**src/rtl/serial_word_loader.sv**
```systemverilog
// Serial-to-parallel feeder for the 16-bit storage register: shifts WIDTH bits in, then one write cycle and one read-back cycle.
// Optional even-parity bit after the data when PARITY_CHECK_EN is defined; otherwise parity_err is tied low.
module serial_word_loader #(
    parameter int WIDTH     = 16,
    parameter bit MSB_FIRST = 1'b1
) (
    input  logic             clk,
    input  logic             reset,
    input  logic             ser_in,
    input  logic             ser_valid,
    input  logic             frame_start,
    output logic [WIDTH-1:0] write_port_1,
    output logic             choice,
    output logic             busy,
    output logic             word_done,
    output logic             overrun,
    output logic             parity_err
);

    localparam int CW = $clog2(WIDTH + 1);

`ifdef PARITY_CHECK_EN
    typedef enum logic [2:0] {IDLE, SHIFT, PARITY, WRITE, READBACK} state_t;
`else
    typedef enum logic [2:0] {IDLE, SHIFT, WRITE, READBACK} state_t;
`endif

    state_t           state_q, state_d;
    logic [WIDTH-1:0] shift_q, shift_d;
    logic [CW-1:0]    cnt_q, cnt_d;
    logic [WIDTH-1:0] wp_q, wp_d;
    logic             choice_q, choice_d;
    logic             busy_q, busy_d;
    logic             done_q, done_d;
    logic             overrun_q, overrun_d;
    logic [WIDTH-1:0] fresh_word;
    logic [WIDTH-1:0] shifted_word;
    logic             start;

`ifdef PARITY_CHECK_EN
    logic par_q, par_d;
    logic perr_q, perr_d;
`endif

    assign start = ser_valid && frame_start;

    // A restart always begins from a clean word so stale bits never leak through.
    always_comb begin
        fresh_word   = '0;
        shifted_word = '0;
        if (MSB_FIRST) begin
            fresh_word   = {{(WIDTH-1){1'b0}}, ser_in};
            shifted_word = {shift_q[WIDTH-2:0], ser_in};
        end else begin
            fresh_word   = {ser_in, {(WIDTH-1){1'b0}}};
            shifted_word = {ser_in, shift_q[WIDTH-1:1]};
        end
    end

    always_comb begin
        state_d   = state_q;
        shift_d   = shift_q;
        cnt_d     = cnt_q;
        overrun_d = overrun_q;
`ifdef PARITY_CHECK_EN
        par_d     = par_q;
        perr_d    = 1'b0;
`endif
        case (state_q)
            IDLE: begin
                if (start) begin
                    shift_d = fresh_word;
                    cnt_d   = CW'(1);
`ifdef PARITY_CHECK_EN
                    par_d   = ser_in;
`endif
                    state_d = SHIFT;
                end
            end
            SHIFT: begin
                if (start) begin
                    shift_d   = fresh_word;
                    cnt_d     = CW'(1);
                    overrun_d = 1'b1;
`ifdef PARITY_CHECK_EN
                    par_d     = ser_in;
`endif
                end else if (ser_valid) begin
                    shift_d = shifted_word;
                    cnt_d   = cnt_q + CW'(1);
`ifdef PARITY_CHECK_EN
                    par_d   = par_q ^ ser_in;
`endif
                    if (cnt_q == CW'(WIDTH - 1)) begin
`ifdef PARITY_CHECK_EN
                        state_d = PARITY;
`else
                        state_d = WRITE;
`endif
                    end
                end
            end
`ifdef PARITY_CHECK_EN
            PARITY: begin
                if (start) begin
                    shift_d   = fresh_word;
                    cnt_d     = CW'(1);
                    overrun_d = 1'b1;
                    par_d     = ser_in;
                    state_d   = SHIFT;
                end else if (ser_valid) begin
                    if ((par_q ^ ser_in) == 1'b0) begin
                        state_d = WRITE;
                    end else begin
                        perr_d  = 1'b1;
                        state_d = IDLE;
                    end
                end
            end
`endif
            WRITE:    state_d = READBACK;
            READBACK: state_d = IDLE;
            default:  state_d = IDLE;
        endcase

        // Outputs are registered off the next state so they line up with it.
        wp_d     = (state_d == WRITE) ? shift_d : wp_q;
        choice_d = (state_d != WRITE);
        busy_d   = (state_d != IDLE);
        done_d   = (state_d == READBACK);
    end

    always_ff @(posedge clk or negedge reset) begin
        if (!reset) begin
            state_q   <= IDLE;
            shift_q   <= '0;
            cnt_q     <= '0;
            wp_q      <= '0;
            choice_q  <= 1'b1;
            busy_q    <= 1'b0;
            done_q    <= 1'b0;
            overrun_q <= 1'b0;
`ifdef PARITY_CHECK_EN
            par_q     <= 1'b0;
            perr_q    <= 1'b0;
`endif
        end else begin
            state_q   <= state_d;
            shift_q   <= shift_d;
            cnt_q     <= cnt_d;
            wp_q      <= wp_d;
            choice_q  <= choice_d;
            busy_q    <= busy_d;
            done_q    <= done_d;
            overrun_q <= overrun_d;
`ifdef PARITY_CHECK_EN
            par_q     <= par_d;
            perr_q    <= perr_d;
`endif
        end
    end

    assign write_port_1 = wp_q;
    assign choice       = choice_q;
    assign busy         = busy_q;
    assign word_done    = done_q;
    assign overrun      = overrun_q;
`ifdef PARITY_CHECK_EN
    assign parity_err   = perr_q;
`else
    assign parity_err   = 1'b0;
`endif

endmodule
```
**config.mk**
```make
export PLATFORM = sky130hd
export DESIGN_NAME = serial_word_loader
export DESIGN_NICKNAME = d
export VERILOG_FILES = /design/src/rtl/serial_word_loader.sv
export SDC_FILE = /design/constraint.sdc
export NUM_CORES = 1
export LEC_CHECK = 0
export BUFFER_PORTS_ARGS = -buffer_cell sky130_fd_sc_hd__buf_2
export CAP_MARGIN = 20
export CORE_ASPECT_RATIO = 0.7
export CORE_UTILIZATION = 52
export DETAILED_ROUTE_END_ITERATION = 12
export GPL_ROUTABILITY_DRIVEN = 0
export MAX_ROUTING_LAYER = met4
export PLACE_DENSITY_LB_ADDON = 0.08
export SYNTH_ARGS = -nofsm -noshare
export SYNTH_HDL_FRONTEND = slang
export SYNTH_SLANG_ARGS = --single-unit
```
**constraint.sdc**
```tcl
create_clock -name clk -period 2.8 [get_ports clk]
set_input_delay 0.56 -clock clk [delete_from_list [all_inputs] [get_ports clk]]
set_output_delay 0.56 -clock clk [all_outputs]
set_load 0.03 [all_outputs]
```
==> run_results.csv <==
group,metric,value,unit
status,run_status,"finished with violations",
status,violations,"design-rule violations",
finish,most_used_cells_in_the_layout_excluding_fill_and_tap_cells,"43 x sky130_fd_sc_hd__dfrtp_1, 24 x sky130_fd_sc_hd__buf_2, 16 x sky130_fd_sc_hd__inv_1",
floorplan,floorplan.core_area,3558,um2
floorplan,floorplan.rows,18,
power_and_ir_drop,max-vdd-ir-drop,0.3377,mV
global_routing,global_route.usage.total,0.2071,
drt,antenna_violating_nets_left,0,
drt,post_drt_wl_per_cell,14.10,um
finish,final_cells,246,
setup_path,rrSetupSlack,740,ps
placement,port-buffer-count,24,
synth,synth_compound_gate_area_share,0.08687,
sta,final.setup.tns,0,ps
drt,highest_layer,"met4",
synth,postSynthCellCount,169,
setup_path,cp-start-kind,"flip-flop",
setup_path,worstPathArrival,2280,ps
setup_path,cp-end-kind,"flip-flop",
setup_path,critical_path.reg2reg.startpoint,"cnt_q[0]$_DFFE_PN0P_",
synth,synthSimpleGateAreaFrac,0.1017,
finish,layout.nets,202,
cts,cts_post_setup_buffers_inserted,0,
finish,num_antenna_cells,0,
cts,tritoncts.num_buffers,5,
floorplan,floorplan.initialDensity,0.5464,
floorplan,fp.dieArea,3992,um2
sta,timing.final.hold_violations,0,
drt,route.vias.total,1277,
cts,holdBufCountCts,0,
cts,clk_latency,300,ps
synth,main_combinational_cell_family_by_area_after_synthesis,"multiplexers",
setup_path,rr_endpoint,"write_port_1[9]$_DFFE_PN0N_",
drt,met3_wirelength,142,um
setup_path,crit_type,"reg -> reg",
sta,worst_max_slew_pin_slew,934.9,ps
synth,synth_area,1944,um2
sta,finalClockSkew,11.23,ps
sta,maxSlewViolCount,0,
finish,fin_util,0.6213,
drt,vias_per_cell,5.191,
cts,cts_resized,0,
synth,synth_top_cell_area_share,0.5534,
synth,synth.mux.area_fraction,0.1699,
placement,dpl.cell_count,238,
finish,filler_cells,311,
setup_path,worst_setup_path_startpoint,"cnt_q[0]$_DFFE_PN0P_",
drt,met2_length,1643,um
synth,adder_cell_fraction_of_synth_area,0.01287,
finish,flow.area_growth_from_synthesis,13.71,%
synth,synth_xor_area_frac,0,
setup_path,path_max_fanout,10,
synth,yosys.cell_types.count,40,
floorplan,floorplan.die.width,75.09,um
floorplan,ioPinCount,26,
cts,cts-root-buf,"sky130_fd_sc_hd__clkbuf_8",
global_routing,grt_pass1_wl,5692,um
sta,relSlewSlack,0.3767,
synth,synth-warning-count,0,
sta,finalSetupViolations,0,
synth,yosys-top-cells-area,"sky130_fd_sc_hd__dfrtp_1 55%, sky130_fd_sc_hd__mux2i_1 7.7%, sky130_fd_sc_hd__mux2_1 5.2%",
placement,detailed_place_hpwl,2466,um
setup_path,ff2ff_path_depth,6,
sta,final.period_utilization,0.7365,
synth,syn-mean-instance-area,11.51,um2
synth,synth_seq_cells,44,
run,cap_viol_max_count,0,
drt,detailedRoute.firstIterationViolations,123,
power_and_ir_drop,pwr_density_cell,579.9,nW/um2
worst_hold_path,hp-class,"in -> async",
cts,cts.clk_slew.worst_paths,80,ps
cts,clock_path_buffers,2,
global_routing,grt_overflow,0,
drt,drt_first_pass_iters,8,
cts,ctsHtreeMaxLevel,2,
sta,grt_setup_unrepaired,"no",
cts,cts_tree,"built",
drt,remaining_drc_errors,1,
setup_path,critical_path_required_time,3020,ps
sta,period_needed,2062,ps
sta,fmax,0.4849,GHz
synth,synth.yosys.seq_area_share,0.5669,
drt,detail_route.wirelength,3469,um
cts,tritoncts_num_sinks,44,
global_routing,grt_pass1_vias,1226,
synth,yosysTopAreaCell,"sky130_fd_sc_hd__dfrtp_1",
global_routing,grt_start_max_net_pins,45,
finish,layout.cells.most_common,"sky130_fd_sc_hd__dfrtp_1",
finish,final_layout_size_suffix_gt1_frac,0.2398,
floorplan,height_of_the_chip,53.16,um
power_and_ir_drop,pleak,1.164,nW
drt,routedLengthMet1,1651,um
global_routing,antenna_found_initial,0,
## synthesized netlist by cell type
| cell type | instances |
|---|---|
| sky130_fd_sc_hd__a221oi_1 | 1 |
| sky130_fd_sc_hd__a31oi_1 | 1 |
| sky130_fd_sc_hd__nor3_1 | 1 |
| sky130_fd_sc_hd__dfstp_2 | 1 |
| sky130_fd_sc_hd__buf_2 | 3 |
| sky130_fd_sc_hd__mux2_2 | 7 |
| sky130_fd_sc_hd__and3b_1 | 1 |
| sky130_fd_sc_hd__nor3b_1 | 1 |
| sky130_fd_sc_hd__nor2_1 | 13 |
| sky130_fd_sc_hd__a21oi_1 | 3 |
| sky130_fd_sc_hd__a2bb2oi_1 | 1 |
| sky130_fd_sc_hd__a21o_1 | 1 |
| sky130_fd_sc_hd__a211oi_1 | 1 |
| sky130_fd_sc_hd__a21oi_2 | 1 |
| sky130_fd_sc_hd__a21o_2 | 1 |
| sky130_fd_sc_hd__o211ai_1 | 1 |
| sky130_fd_sc_hd__mux2i_1 | 15 |
| sky130_fd_sc_hd__o22ai_1 | 1 |
| sky130_fd_sc_hd__inv_1 | 16 |
| sky130_fd_sc_hd__or4_4 | 1 |
| sky130_fd_sc_hd__o31ai_1 | 1 |
| sky130_fd_sc_hd__dfrtp_1 | 43 |
| sky130_fd_sc_hd__mux2_1 | 9 |
| sky130_fd_sc_hd__buf_1 | 1 |
| sky130_fd_sc_hd__nor4bb_1 | 1 |
| sky130_fd_sc_hd__nand3b_1 | 1 |
| sky130_fd_sc_hd__and3_1 | 1 |
| sky130_fd_sc_hd__ha_1 | 2 |
| sky130_fd_sc_hd__conb_1 | 1 |
| sky130_fd_sc_hd__o22a_1 | 1 |
| sky130_fd_sc_hd__or3b_1 | 1 |
| sky130_fd_sc_hd__buf_4 | 2 |
| sky130_fd_sc_hd__nand3_1 | 8 |
| sky130_fd_sc_hd__clkbuf_1 | 3 |
| sky130_fd_sc_hd__a21boi_0 | 1 |
| sky130_fd_sc_hd__buf_6 | 1 |
| sky130_fd_sc_hd__nand2_1 | 5 |
| sky130_fd_sc_hd__o21ai_0 | 12 |
| sky130_fd_sc_hd__and2_1 | 2 |
| sky130_fd_sc_hd__nor2b_1 | 2 |
## metrics by stage
step	hold slack [ps]	total power [mW]	instance area, um2	worst slack [ps]
5_1_grt	480.4	1.345	2211	573.9
6_report	399.9	1.282	2211	737.9
3_5_place_dp	443.9	0.8670	2111	577.5
2_1_floorplan	264.4	0.8180	1948	1070
3_3_place_gp	437.5	0.8566	2111	686.6
4_1_cts	434.1	1.291	2211	681.9
## sequential cells by signal (all words and copies together) (netlist names)
register and flops:
busy 1, choice 1, cnt_q 5, overrun 1, shift_q 16, state_q 3
word_done 1, write_port_1 16
## layout make-up
cell class	instances	area, um2	area share
multi-input cells	100	735.7	0.3328
flip-flops and latches	44	1102	0.4986
repair buffers	28	150.1	0.06791
clock buffers	8	100.1	0.04527
well taps	50	62.56	0.02830
inverters	16	60.06	0.02716
## worst max-delay path: stages (launching register included)
cell,delay (ps)
sky130_fd_sc_hd__dfrtp_1,420
sky130_fd_sc_hd__ha_1,240
sky130_fd_sc_hd__and3_1,190
sky130_fd_sc_hd__ha_1,200
sky130_fd_sc_hd__nand3b_1,420
sky130_fd_sc_hd__buf_4,300
sky130_fd_sc_hd__mux2i_1,210
## power by group
part | leakage (nW) | switching [mW] | internal [mW] | total, mW
clock | 0.0515 | 0.203 | 0.225 | 0.428
sequential | 0.554 | 0.0290 | 0.673 | 0.702
combinational | 0.559 | 0.0902 | 0.0618 | 0.152
## cell families after synthesis
| group | count (synthesis) |
|---|---|
| other | 1 |
| muxes | 31 |
| buffers and inverters | 26 |
| and+or+nand+nor | 38 |
| adders and majority gates | 2 |
| DFF | 44 |
| AOI/OAI and AO/OA | 27 |
## routing by layer
layer	GRT usage	vias to the layer above
li1	-	622
met4	0.06604	0
met5	-	-
met3	0.05143	2
met2	0.3273	27
met1	0.2645	626
## how the worst max path moves through the flow
stage | to | slack [ps] | cells past startpoint
finish | write_port_1[9]$_DFFE_PN0N_ | 740 | 6
global placement | write_port_1[14]$_DFFE_PN0N_ | 690 | 5
global route | write_port_1[9]$_DFFE_PN0N_ | 570 | 6
floorplan | cnt_q[3]$_DFFE_PN0P_ | 1070 | 4
CTS | write_port_1[9]$_DFFE_PN0N_ | 680 | 6
detailed placement | write_port_1[9]$_DFFE_PN0N_ | 580 | 5
(Power assumes the default switching activity.)
